--- src/rtl/clmul_digit_serial.sv ---
// Digit-serial carry-less (GF(2) polynomial) multiplier.
// Consumes D bits of the multiplier per cycle. The unreduced 2W-1 bit product
// is held on y with a valid/ready handshake until the consumer takes it.
module clmul_digit_serial #(
    parameter int W = 18,
    parameter int D = 4
) (
    input  logic             clk,
    input  logic             rst_n,
    input  logic             in_valid,
    output logic             in_ready,
    input  logic [W-1:0]     a,
    input  logic [W-1:0]     b,
    output logic             out_valid,
    input  logic             out_ready,
    output logic [2*W-2:0]   y
);

    localparam int N  = (W + D - 1) / D;
    localparam int CW = (N < 1) ? 1 : $clog2(N + 1);
    localparam int YW = 2 * W - 1;

    typedef enum logic [1:0] {
        IDLE = 2'd0,
        BUSY = 2'd1,
        DONE = 2'd2
    } state_t;

    state_t          state_q, state_d;
    logic [YW-1:0]   a_sh_q, a_sh_d;   // multiplicand, pre-shifted by k*D
    logic [W-1:0]    b_sh_q, b_sh_d;   // multiplier, current digit in the low D bits
    logic [YW-1:0]   acc_q, acc_d;
    logic [CW-1:0]   cnt_q, cnt_d;
    logic [YW-1:0]   pp;

    // Partial product of the shifted multiplicand with the current digit.
    // Once b has been shifted right, bits beyond W read as zero, which
    // pads a ragged final digit.
    always_comb begin
        pp = '0;
        for (int unsigned j = 0; j < D; j++) begin
            if (b_sh_q[j]) begin
                pp = pp ^ (a_sh_q << j);
            end
        end
    end

    // Next-state, datapath updates and handshake outputs.
    always_comb begin
        state_d   = state_q;
        a_sh_d    = a_sh_q;
        b_sh_d    = b_sh_q;
        acc_d     = acc_q;
        cnt_d     = cnt_q;
        in_ready  = 1'b0;
        out_valid = 1'b0;
        case (state_q)
            IDLE: begin
                in_ready = 1'b1;
                if (in_valid) begin
                    a_sh_d  = YW'(a);
                    b_sh_d  = b;
                    acc_d   = '0;
                    cnt_d   = '0;
                    state_d = BUSY;
                end
            end
            BUSY: begin
                acc_d  = acc_q ^ pp;
                a_sh_d = a_sh_q << D;
                b_sh_d = b_sh_q >> D;
                cnt_d  = cnt_q + CW'(1);
                if (cnt_q == CW'(N - 1)) begin
                    state_d = DONE;
                end
            end
            DONE: begin
                out_valid = 1'b1;
                if (out_ready) begin
                    state_d = IDLE;
                end
            end
            default: begin
                state_d = IDLE;
            end
        endcase
    end

    // The product is exposed only while it is valid; otherwise y reads zero.
    always_comb begin
        y = (state_q == DONE) ? acc_q : '0;
    end

    // State register.
    always_ff @(posedge clk) begin
        if (!rst_n) begin
            state_q <= IDLE;
        end else begin
            state_q <= state_d;
        end
    end

    // Operand, accumulator and digit counter registers.
    always_ff @(posedge clk) begin
        if (!rst_n) begin
            a_sh_q <= '0;
            b_sh_q <= '0;
            acc_q  <= '0;
            cnt_q  <= '0;
        end else begin
            a_sh_q <= a_sh_d;
            b_sh_q <= b_sh_d;
            acc_q  <= acc_d;
            cnt_q  <= cnt_d;
        end
    end

endmodule

--- config.mk ---
export PLATFORM = sky130hd
export DESIGN_NAME = clmul_digit_serial
export DESIGN_NICKNAME = d
export VERILOG_FILES = /design/src/rtl/clmul_digit_serial.sv
export SDC_FILE = /design/constraint.sdc
export NUM_CORES = 1
export LEC_CHECK = 0
export BUFFER_PORTS_ARGS = -buffer_cell sky130_fd_sc_hd__buf_2
export CAP_MARGIN = 20
export CORE_ASPECT_RATIO = 2
export CORE_UTILIZATION = 53
export CTS_CLUSTER_SIZE = 12
export DETAILED_ROUTE_END_ITERATION = 8
export PLACE_DENSITY = 0.74
export SYNTH_ARGS = -nofsm -noshare
export SYNTH_HDL_FRONTEND = slang
export SYNTH_SLANG_ARGS = --single-unit
--- constraint.sdc ---
create_clock -name clk -period 3.14 [get_ports clk]
set_clock_uncertainty 0.05 [all_clocks]
set_input_delay 0.157 -clock clk [delete_from_list [all_inputs] [get_ports clk]]
set_output_delay 0.157 -clock clk [all_outputs]
set_load 0.005 [all_outputs]
# Word level (Yosys, flattened, before mapping)
# Cells that the tools add are included.
[totals]
latchBits = 0
mem_count = 0
mem_bits_rw = 0
input_bits = 40
elab_cells = 39
register_bits = 93
output_inout_bits = 37
rom_bits = 0
[op_classes]
shift = 0
n_eq_ne = 6
bitwise = 4
n_addsub = 1
n_reduce_logical = 4
mul = 0
mux = 19
n_div = 0
n_lt_le_gt_ge = 0
[op_table]
columns = ["op", "n"]
rows = [
  ["two-way mux 35 bit", 7],
  ["case mux 35 bit (2 select lines)", 2],
  ["bitwise XOR 35 bit", 4],
  ["case mux 18 bit (2 select lines)", 1],
  ["two-way mux 18 bit", 1],
  ["two-way mux 2 bit", 3],
  ["inequality test 2 bit, second input constant", 3],
  ["case mux 2 bit (3 select lines)", 1],
  ["case mux 3 bit (2 select lines)", 1],
  ["adder 3 x 1 -> 3 bit, second input constant", 1],
  ["equality test 3 bit, second input constant", 1],
  ["two-way mux 3 bit", 1],
  ["AND reduction 3 bit", 1],
  ["equality test 2 x 1 -> 1 bit, second input constant", 1],
  ["equality test 2 bit, second input constant", 1],
  ["zero test 2 bit", 1],
  ["two-way mux 1 bit", 2],
  ["AND reduction 2 bit", 1],
  ["nonzero test 2 bit", 1],
]

# Depth between registers and ports, before layout
# Gate-level depths: netlist (run 1).
[depth]
ltp_word = 9
ltp_mapped = 7
depth_no_buf = 5

# Least setup slack after synthesis (run 1)
# OpenSTA, ideal clock, no wires.
[synth_timing]
path_kind = "reg2reg"
startpoint = "register state_q[0]"
endpoint = "register acc_q[10]"
stages_incl_launch_ff = 7
setup_slack_ns = 1.662
path_buffers = 2
t_arrival_ns = 1.357
setup_ns = 0.070
period_less_slack_ns = 1.478
required_time_ns = 3.020
path_cell_list = "dfxtp_1 -> nor2_1 -> or2_1 -> buf_6 -> buf_6 -> or3_1 -> a21oi_1"
[synth_via]
elab_chain_cells = 3
elab_cells_between_ends = 6
classes_between = "eq/ne: 2; mux: 1; reduce/logical: 3"
[synth_lines]
columns = ["element", "line_no", "text"]
rows = [
  ["from (decl)", "29", "state_t state_q, state_d;"],
  ["from (signal assigned)", "99", "state_q <= state_d;"],
  ["equality test 2 x 1 -> 1 bit or zero test 2 bit (tied branches)", "57", "case (state_q)"],
  ["nonzero test 2 bit (no source line) or inequality test 2 bit (tied branches)", "n/a", ""],
  ["AND reduction 2 bit (no source line)", "n/a", ""],
  ["to (signal assigned)", "108", "acc_q <= '0;"],
  ["to (signal assigned)", "113", "acc_q <= acc_d;"],
  ["to (decl)", "32", "logic [YW-1:0] acc_q, acc_d;"],
]
# Parallel ways exist; a longest one is shown, timed or not.
# A chain may end at the register's enable or synchronous reset.

# Final worst setup path (run 1)
[layout_timing]
startpoint = "register state_q[1]"
endpoint = "register acc_q[33]"
# Same word-level chain as after synthesis.

==> Implementation_results.wiki, run 1 <==
{| class="wikitable"
! Metric !! Value
|-
| Die X-Extent || 74.70 um
|-
| # Max-Cap Violations || 0
|-
| Portion of the post-synthesis area used by sequential elements || 0.3324
|-
| Total placed cells including tap cells || 883
|-
| Vias in the first global route || 4520
|-
| Sequential share of power || 0.451
|-
| Share of layout cells above drive strength 1 || 0.1802
|-
| Slew Limit Fails || 0
|-
| Distinct cell type count after synthesis || 27
|-
| Die Y || 147.4 um
|-
| Count of input and output buffers || 76
|-
| Most common library cell in the layout ignoring fill and taps || sky130_fd_sc_hd__nand2_1
|-
| Worst hold path type || in2reg
|-
| Antenna cell count || 0
|-
| Shortest period the worst path allows || 2.109 ns
|-
| Worst-case headroom to the max-slew limit || 0.6394
|-
| Count of routing violations after the opening detailed-route iteration || 275
|-
| Switching part of the total || 0.2692
|-
| Largest fanout of any net on the critical path || 69
|-
| Maximum operating frequency || 474.1 MHz
|-
| Mean cell area of the mapped netlist || 7.823 sq um
|-
| Synthesized netlist cell count || 716
|-
| Worst reg2reg path startpoint || state_q[1]
|-
| Clock tree from TritonCTS || yes
|-
| Combinational power share || 0.162
|-
| Fill cells || 938
|-
| Net Sw Power || 0.7874 mW
|-
| Number of top-level design ports || 77
|-
| Worst supply voltage drop on vdd || 0.3578 mV
|-
| Final routed wire length divided by cell count || 13.87 um
|-
| Final core area utilization || 0.6170
|-
| Post-route met1 wirelength || 5023 um
|-
| Slowest CP cell || sky130_fd_sc_hd__or2_2
|-
| Measured slew at the worst slew-check pin || 0.5409 ns
|-
| Post_cts resized || 0
|-
| Half-perimeter wire length after detailed placement || 8584 um
|-
| Run status || complete, no violations
|-
| Worst setup path startpoint || state_q[1]
|-
| Cell area power density || 464.0 nW/um^2
|-
| Sum of met2 wire segment lengths after detailed routing || 6819 um
|-
| Crit path largest cell delay || 0.50 ns
|-
| Post-CTS setup buffer count || 0
|-
| Std-Cell Core Area || 10210 sq um
|-
| Remaining antenna violation count || 0
|-
| Site row count || 52
|-
| Post-cts hold buffer count || 0
|-
| Int Power || 2.137 mW
|-
| Post-Layout Cell Count || 901
|-
| Total setup violations reported at the end of the flow || 0
|-
| Classification of the worst setup path || reg2reg
|-
| Net Count, Synth || 758
|-
| Commonest cells after routing, fill and taps aside || sky130_fd_sc_hd__nand2_1 (142), sky130_fd_sc_hd__xnor2_1 (97), sky130_fd_sc_hd__dfxtp_1 (93)
|-
| Clock latency on the worst-skew pair || 0.34 ns
|-
| Highest metal layer used by the detailed router || met4
|-
| CP Data Arrival Time || 2.33 ns
|-
| Number of antenna violations at the first check in global routing || 0
|-
| CTS Buf Count || 9
|-
| Number of sinks driven by the clock tree || 93
|-
| Static leakage power || 2.323 nW
|-
| Global-route wire length before repair || 21000 um
|-
| Largest net degree at the start of global routing || 70
|-
| Startpoint class of the critical path || flip-flop
|-
| Share of synthesized registers carrying an async set or reset || 0
|-
| GRT Residual Overflow || 0
|-
| Hold violation count in the final report || 0
|-
| Clock root buffer master || sky130_fd_sc_hd__clkbuf_16
|-
| Capturing element type of the critical path || flip-flop
|-
| Initial Utilization || 0.5484
|-
| Origin of the worst min-delay path || b[16]
|-
| Critical path, cell by cell || buf_4, or2_2, buf_12, or3_1, a21oi_1
|-
| Drt total wl || 12490 um
|-
| Number of storage elements in the synthesis netlist || 93
|-
| Synthesis Warnings || 0
|-
| Final weighted congestion of routability-driven global placement || 0.7940
|-
| Via Count || 4888
|-
| Routed via count divided by cell count || 5.425
|-
| Number of enable flip-flop cells after synthesis || 0
|-
| Total routing usage reported by global routing || 0.2403
|-
| Final net count || 803
|-
| Setup TNS Final || 0 ns
|-
| CTS max path bufs || 2
|-
| Clk slew on worst S/H paths || 0.06 ns
|-
| Unrepaired setup endpoints after global routing || no
|-
| Clock network power share || 0.387
|-
| Crit path buf inv count || 2
|-
| Primary flip-flop cell chosen by synthesis mapping || sky130_fd_sc_hd__dfxtp_1
|-
| Post-route clock period utilization || 0.6718
|-
| Length of routed met3 wiring || 345 um
|-
| Crit-path leading delay family || simple AND/OR/NAND/NOR gates
|-
| H-tree depth || 3
|-
| Die Footprint || 11010 sq um
|-
| Worst endpoint required time || 3.36 ns
|-
| Combined area of all synthesized cells || 5602 sq um
|-
| P&R area growth vs syn || 12.51%
|-
| Drt drc || 0
|-
| First-pass iteration count of the detailed router || 4
|}
[registers in the layout (all words and copies together), names as in the netlist]
signal	cells
a_sh_q	35
acc_q	35
b_sh_q	18
cnt_q	3
state_q	2
[power groups by stage]
stage,combinational [mW],sequential (mW),clock [mW]
final,0.473,1.32,1.13
after global placement,0.448,1.34,0
after detailed placement,0.463,1.34,0
after CTS,0.466,1.32,1.14
after global routing,0.526,1.33,1.19
after floorplan,0.396,1.31,0
[worst register-to-register path: stages, from the launching register on]
cell                      delay (ns)
sky130_fd_sc_hd__dfxtp_1        0.40
sky130_fd_sc_hd__buf_4          0.27
sky130_fd_sc_hd__or2_2          0.50
sky130_fd_sc_hd__buf_12         0.26
sky130_fd_sc_hd__or3_1          0.38
sky130_fd_sc_hd__a21oi_1        0.18
[per-layer routing]
layer,track usage,up-vias
li1,-,2481
met1,0.2751,2289
met2,0.4342,95
met3,0.03204,23
met4,0.09151,0
met5,0,-
[Yosys cell counts, types with 2 or more instances]
| cell | count | area share |
|---|---|---|
| sky130_fd_sc_hd__nand2_1 | 142 | 0.095 |
| sky130_fd_sc_hd__xnor2_1 | 97 | 0.15 |
| sky130_fd_sc_hd__dfxtp_1 | 93 | 0.33 |
| sky130_fd_sc_hd__a21oi_1 | 60 | 0.054 |
| sky130_fd_sc_hd__nor2b_1 | 56 | 0.063 |
| sky130_fd_sc_hd__and2_1 | 39 | 0.044 |
| sky130_fd_sc_hd__clkbuf_1 | 34 | 0.023 |
| sky130_fd_sc_hd__o21ai_0 | 34 | 0.030 |
| sky130_fd_sc_hd__or3_1 | 32 | 0.036 |
| sky130_fd_sc_hd__nor2_1 | 30 | 0.020 |
| sky130_fd_sc_hd__o221a_2 | 28 | 0.056 |
| sky130_fd_sc_hd__a22oi_1 | 26 | 0.035 |
| sky130_fd_sc_hd__buf_4 | 13 | 0.017 |
| sky130_fd_sc_hd__buf_6 | 7 | 0.014 |
| sky130_fd_sc_hd__nand3_1 | 5 | 0.0045 |
| sky130_fd_sc_hd__inv_1 | 4 | 0.0027 |
| sky130_fd_sc_hd__buf_2 | 3 | 0.0027 |
| sky130_fd_sc_hd__a21boi_0 | 2 | 0.0027 |
| sky130_fd_sc_hd__ha_1 | 2 | 0.0045 |
| sky130_fd_sc_hd__xor2_1 | 2 | 0.0031 |
[final timing paths]
| check | end | slack, ns | depth (start not counted) |
|---|---|---|---|
| worst max-delay path | acc_q[33] | 1.03 | 5 |
| worst min-delay path | b_sh_q[16] | 0.02 | 3 |
| worst max register to register | acc_q[33] | 1.03 | 5 |
| worst min register to register | acc_q[29] | 0.43 | 2 |
[cell type report]
type,count,area (sq um),area share
clock buffer,13,270.3,0.04288
clock inverter,3,42.54,0.006750
inverter,4,15.01,0.002382
multi-input combinational,561,3407,0.5406
sequential,93,1862,0.2954
tap,135,168.9,0.02680
timing repair buffer,92,536.8,0.08517
[cell families after synthesis]
group                    share of synthesized area
buffers and inverters                      0.06031
adder cells (fa/ha/maj)                   0.004467
AO/OA/AOI/OAI                               0.1807
XOR/XNOR                                    0.1548
flip-flops                                  0.3324
multiplexers                              0.001787
AND/OR/NAND/NOR                             0.2656
[per-stage QoR]
stage	worst slack, ns	total power [mW]	cell area, sq um	hold WS [ns]
final	1.031	2.925	6302	0.02131
after global placement	1.133	1.788	5951	0.3683
after global routing	0.9116	3.047	6302	0.05775
after floorplan	1.662	1.709	5602	0.2777
after detailed placement	1.049	1.807	5951	0.3817
after CTS	1.005	2.925	6264	0.02377
Power figures use the tool's default switching activity.
==> inputs of run 2 (changes only) <==
- PLACE_DENSITY: 0.74 -> 0.77
- clock period: 3.14 -> 1.8 ns (I/O delays scaled with it)
==> Implementation_results.wiki, run 2 (synthesis gave the netlist of run 1 again) <==
{| class="wikitable"
! Metric !! Value
|-
| Std-Cell Core Area || 10210 sq um (unchanged)
|-
| Initial Utilization || 0.5484 (unchanged)
|-
| Drt total wl || 12470 um (-0.18%)
|-
| Maximum operating frequency || 602.7 MHz (+27%)
|-
| Number of top-level design ports || 77 (unchanged)
|-
| Commonest cells after routing, fill and taps aside || sky130_fd_sc_hd__nand2_1 (142), sky130_fd_sc_hd__xnor2_1 (97), sky130_fd_sc_hd__dfxtp_1 (92)
|-
| Worst-case headroom to the max-slew limit || 0.5863 (-0.05310)
|-
| Crit path largest cell delay || 0.39 ns (-0.11 ns)
|-
| Largest net degree at the start of global routing || 92 (+31%)
|-
| Clock tree from TritonCTS || yes
|-
| Area of all placed cells without fillers || 6456 sq um (+2.4%)
|-
| Reg2Reg Capture Point || acc_q[18]
|-
| Measured slew at the worst slew-check pin || 0.6182 ns (+0.07736 ns)
|-
| Most common library cell in the layout ignoring fill and taps || sky130_fd_sc_hd__nand2_1
|-
| Clock latency on the worst-skew pair || 0.35 ns (about the same)
|-
| Largest fanout of any net on the critical path || 91 (+32%)
|-
| Share of layout cells above drive strength 1 || 0.1796 (-0.0005701)
|-
| Routed via count divided by cell count || 5.427 (about the same)
|-
| Switching part of the total || 0.2714 (+0.002173)
|-
| End of the worst hold path || state_q[1]
|-
| Classification of the worst setup path || reg2reg
|-
| Final routed wire length divided by cell count || 13.72 um (-1.1%)
|-
| P&R area growth vs syn || 15.26%
|-
| Cell area power density || 807.9 nW/um^2 (+74%)
|-
| Post-Layout Cell Count || 909 (+0.89%)
|-
| Unrepaired setup endpoints after global routing || no
|-
| Critical path, cell by cell || nor2_1, or2_2, buf_12, or3_1, a21oi_1
|-
| Clock network power share || 0.392 (+0.005)
|-
| Via Count || 4933 (+0.92%)
|-
| Die X-Extent || 74.70 um (unchanged)
|-
| Worst supply voltage drop on vdd || 0.5568 mV (+56%)
|-
| Site row count || 52 (unchanged)
|-
| Capturing element type of the critical path || flip-flop
|-
| CTS Buf Count || 9 (unchanged)
|-
| GRT Residual Overflow || 0 (unchanged)
|-
| Run status || complete, no violations
|-
| Path depth of the worst reg2reg path || 5 (unchanged)
|-
| Die Y || 147.4 um (unchanged)
|-
| Final core area utilization || 0.6320 (+0.01507)
|-
| Half-perimeter wire length after detailed placement || 8610 um (+0.30%)
|-
| Final net count || 811 (+1.0%)
|-
| Total placed cells including tap cells || 885 (+0.23%)
|-
| Worst endpoint required time || 2.02 ns (-1.34 ns)
|-
| Shortest period the worst path allows || 1.659 ns (-0.4501 ns)
|-
| Post-route clock period utilization || 0.9218 (+0.2501)
|-
| Total routing usage reported by global routing || 0.2385 (-0.001857)
|-
| Drt drc || 0 (unchanged)
|-
| Final weighted congestion of routability-driven global placement || 0.8090 (+1.9%)
|-
| Area after detailed placement || 6051 sq um (+1.7%)
|-
| # Max-Cap Violations || 0 (unchanged)
|-
| Hold violation count in the final report || 0 (unchanged)
|-
| Antenna cell count || 0 (unchanged)
|-
| Origin of the worst min-delay path || out_ready
|-
| Global-route wire length before repair || 20720 um (-1.3%)
|-
| Slowest CP cell || sky130_fd_sc_hd__or3_1
|-
| Int Power || 3.800 mW (+78%)
|-
| Worst hold path type || in2reg
|-
| Combinational power share || 0.167 (+0.005)
|-
| H-tree depth || 3 (unchanged)
|-
| Count of input and output buffers || 76 (unchanged)
|-
| Remaining antenna violation count || 0 (unchanged)
|-
| Worst reg2reg path startpoint || state_q[0]
|-
| Clock root buffer master || sky130_fd_sc_hd__clkbuf_16
|-
| Vias in the first global route || 4611 (+2.0%)
|-
| Clk slew on worst S/H paths || 0.06 ns (about the same)
|-
| CP Data Arrival Time || 1.88 ns (-0.45 ns)
|-
| Hold path depth || 4 (+1)
|-
| Static leakage power || 2.380 nW (+2.5%)
|-
| Number of sinks driven by the clock tree || 93 (unchanged)
|-
| CTS max path bufs || 2 (unchanged)
|-
| Setup TNS Final || 0 ns (unchanged)
|-
| Slack of the worst reg-to-reg path || 0.14 ns (-0.89 ns)
|-
| First-pass iteration count of the detailed router || 5 (+1)
|-
| Slew Limit Fails || 0 (unchanged)
|-
| Count of routing violations after the opening detailed-route iteration || 282 (+2.5%)
|-
| Design Power || 5.216 mW (+78%)
|-
| Number of antenna violations at the first check in global routing || 0 (unchanged)
|-
| Total setup violations reported at the end of the flow || 0 (unchanged)
|-
| Die Footprint || 11010 sq um (unchanged)
|-
| Startpoint class of the critical path || flip-flop
|-
| Fill cells || 879 (-6.3%)
|-
| Sequential share of power || 0.441 (-0.010)
|-
| Net Sw Power || 1.416 mW (+80%)
|-
| Post-CTS setup buffer count || 0 (unchanged)
|-
| Top Registers || a_sh_q x35, acc_q x35, b_sh_q x18
|}
-- run 2: cell types whose count changed in the layout (fill, tap and decap cells not counted), sizes merged --
cell	delta
bufinv	+1
inv	+1
clkbuf	-4
dlygate4sd3	+8
clkinv	+2
-- run 2: worst max-delay path by stage --
stage | from | endpoint | slack, ns | cells after the start
after floorplan | state_q[0] | acc_q[10] | 0.32 | 6
after global placement | state_q[0] | acc_q[13] | 0.20 | 5
after detailed placement | state_q[0] | acc_q[18] | 0.14 | 5
after CTS | state_q[0] | acc_q[18] | 0.13 | 5
after global routing | state_q[1] | y[34] | 0.01 | 4
final | state_q[0] | acc_q[18] | 0.14 | 5
-- run 2: cell type report --
type | instances | area, sq um | share of cell area
clock buffer | 9 | 225.2 | 0.03488
tap | 135 | 168.9 | 0.02616
sequential | 93 | 1863 | 0.2886
inverter | 4 | 15.01 | 0.002326
multi-input combinational | 561 | 3405 | 0.5273
clock inverter | 7 | 98.84 | 0.01531
timing repair buffer | 100 | 680.7 | 0.1054
-- run 2: per-stage QoR --
step | hold WS [ns] | setup WS (ns)
CTS | 0.04262 | 0.1250
global route | 0.1035 | 0.01123
finish | 0.06905 | 0.1407
floorplan | 0.2107 | 0.3223
detailed placement | 0.3113 | 0.1399
global placement | 0.2984 | 0.1957
-- run 2: routing by layer --
| metal | vias up | wire, um | global-route usage |
|---|---|---|---|
| met5 | - | 0 | 0 |
| met4 | 0 | 446 | 0.1198 |
| met3 | 34 | 470 | 0.03885 |
| met2 | 133 | 6599 | 0.4198 |
| met1 | 2264 | 4955 | 0.2658 |
| li1 | 2502 | - | - |
-- run 2: what timing repair did --
item | CTS | global route
endpoints found under the setup margin | 0 | 1
endpoints found under the hold margin | 8 | 0
resized for setup | 0 | 1
hold buffers | 8 | 0
-- run 2: power groups by stage --
stage	sequential (mW)	clock (mW)	combinational, mW
global placement	2.34	0	0.826
floorplan	2.29	0	0.690
global route	2.31	2.14	0.964
detailed placement	2.34	0	0.855
CTS	2.30	2.08	0.872
finish	2.30	2.04	0.873
-- run 2: critical path, delay by kind of cell, from the launching register on --
family          cells  cell delay, ns
compound gates      1            0.15
buf+inv             1            0.20
flops               1            0.37
simple gates        3            0.76
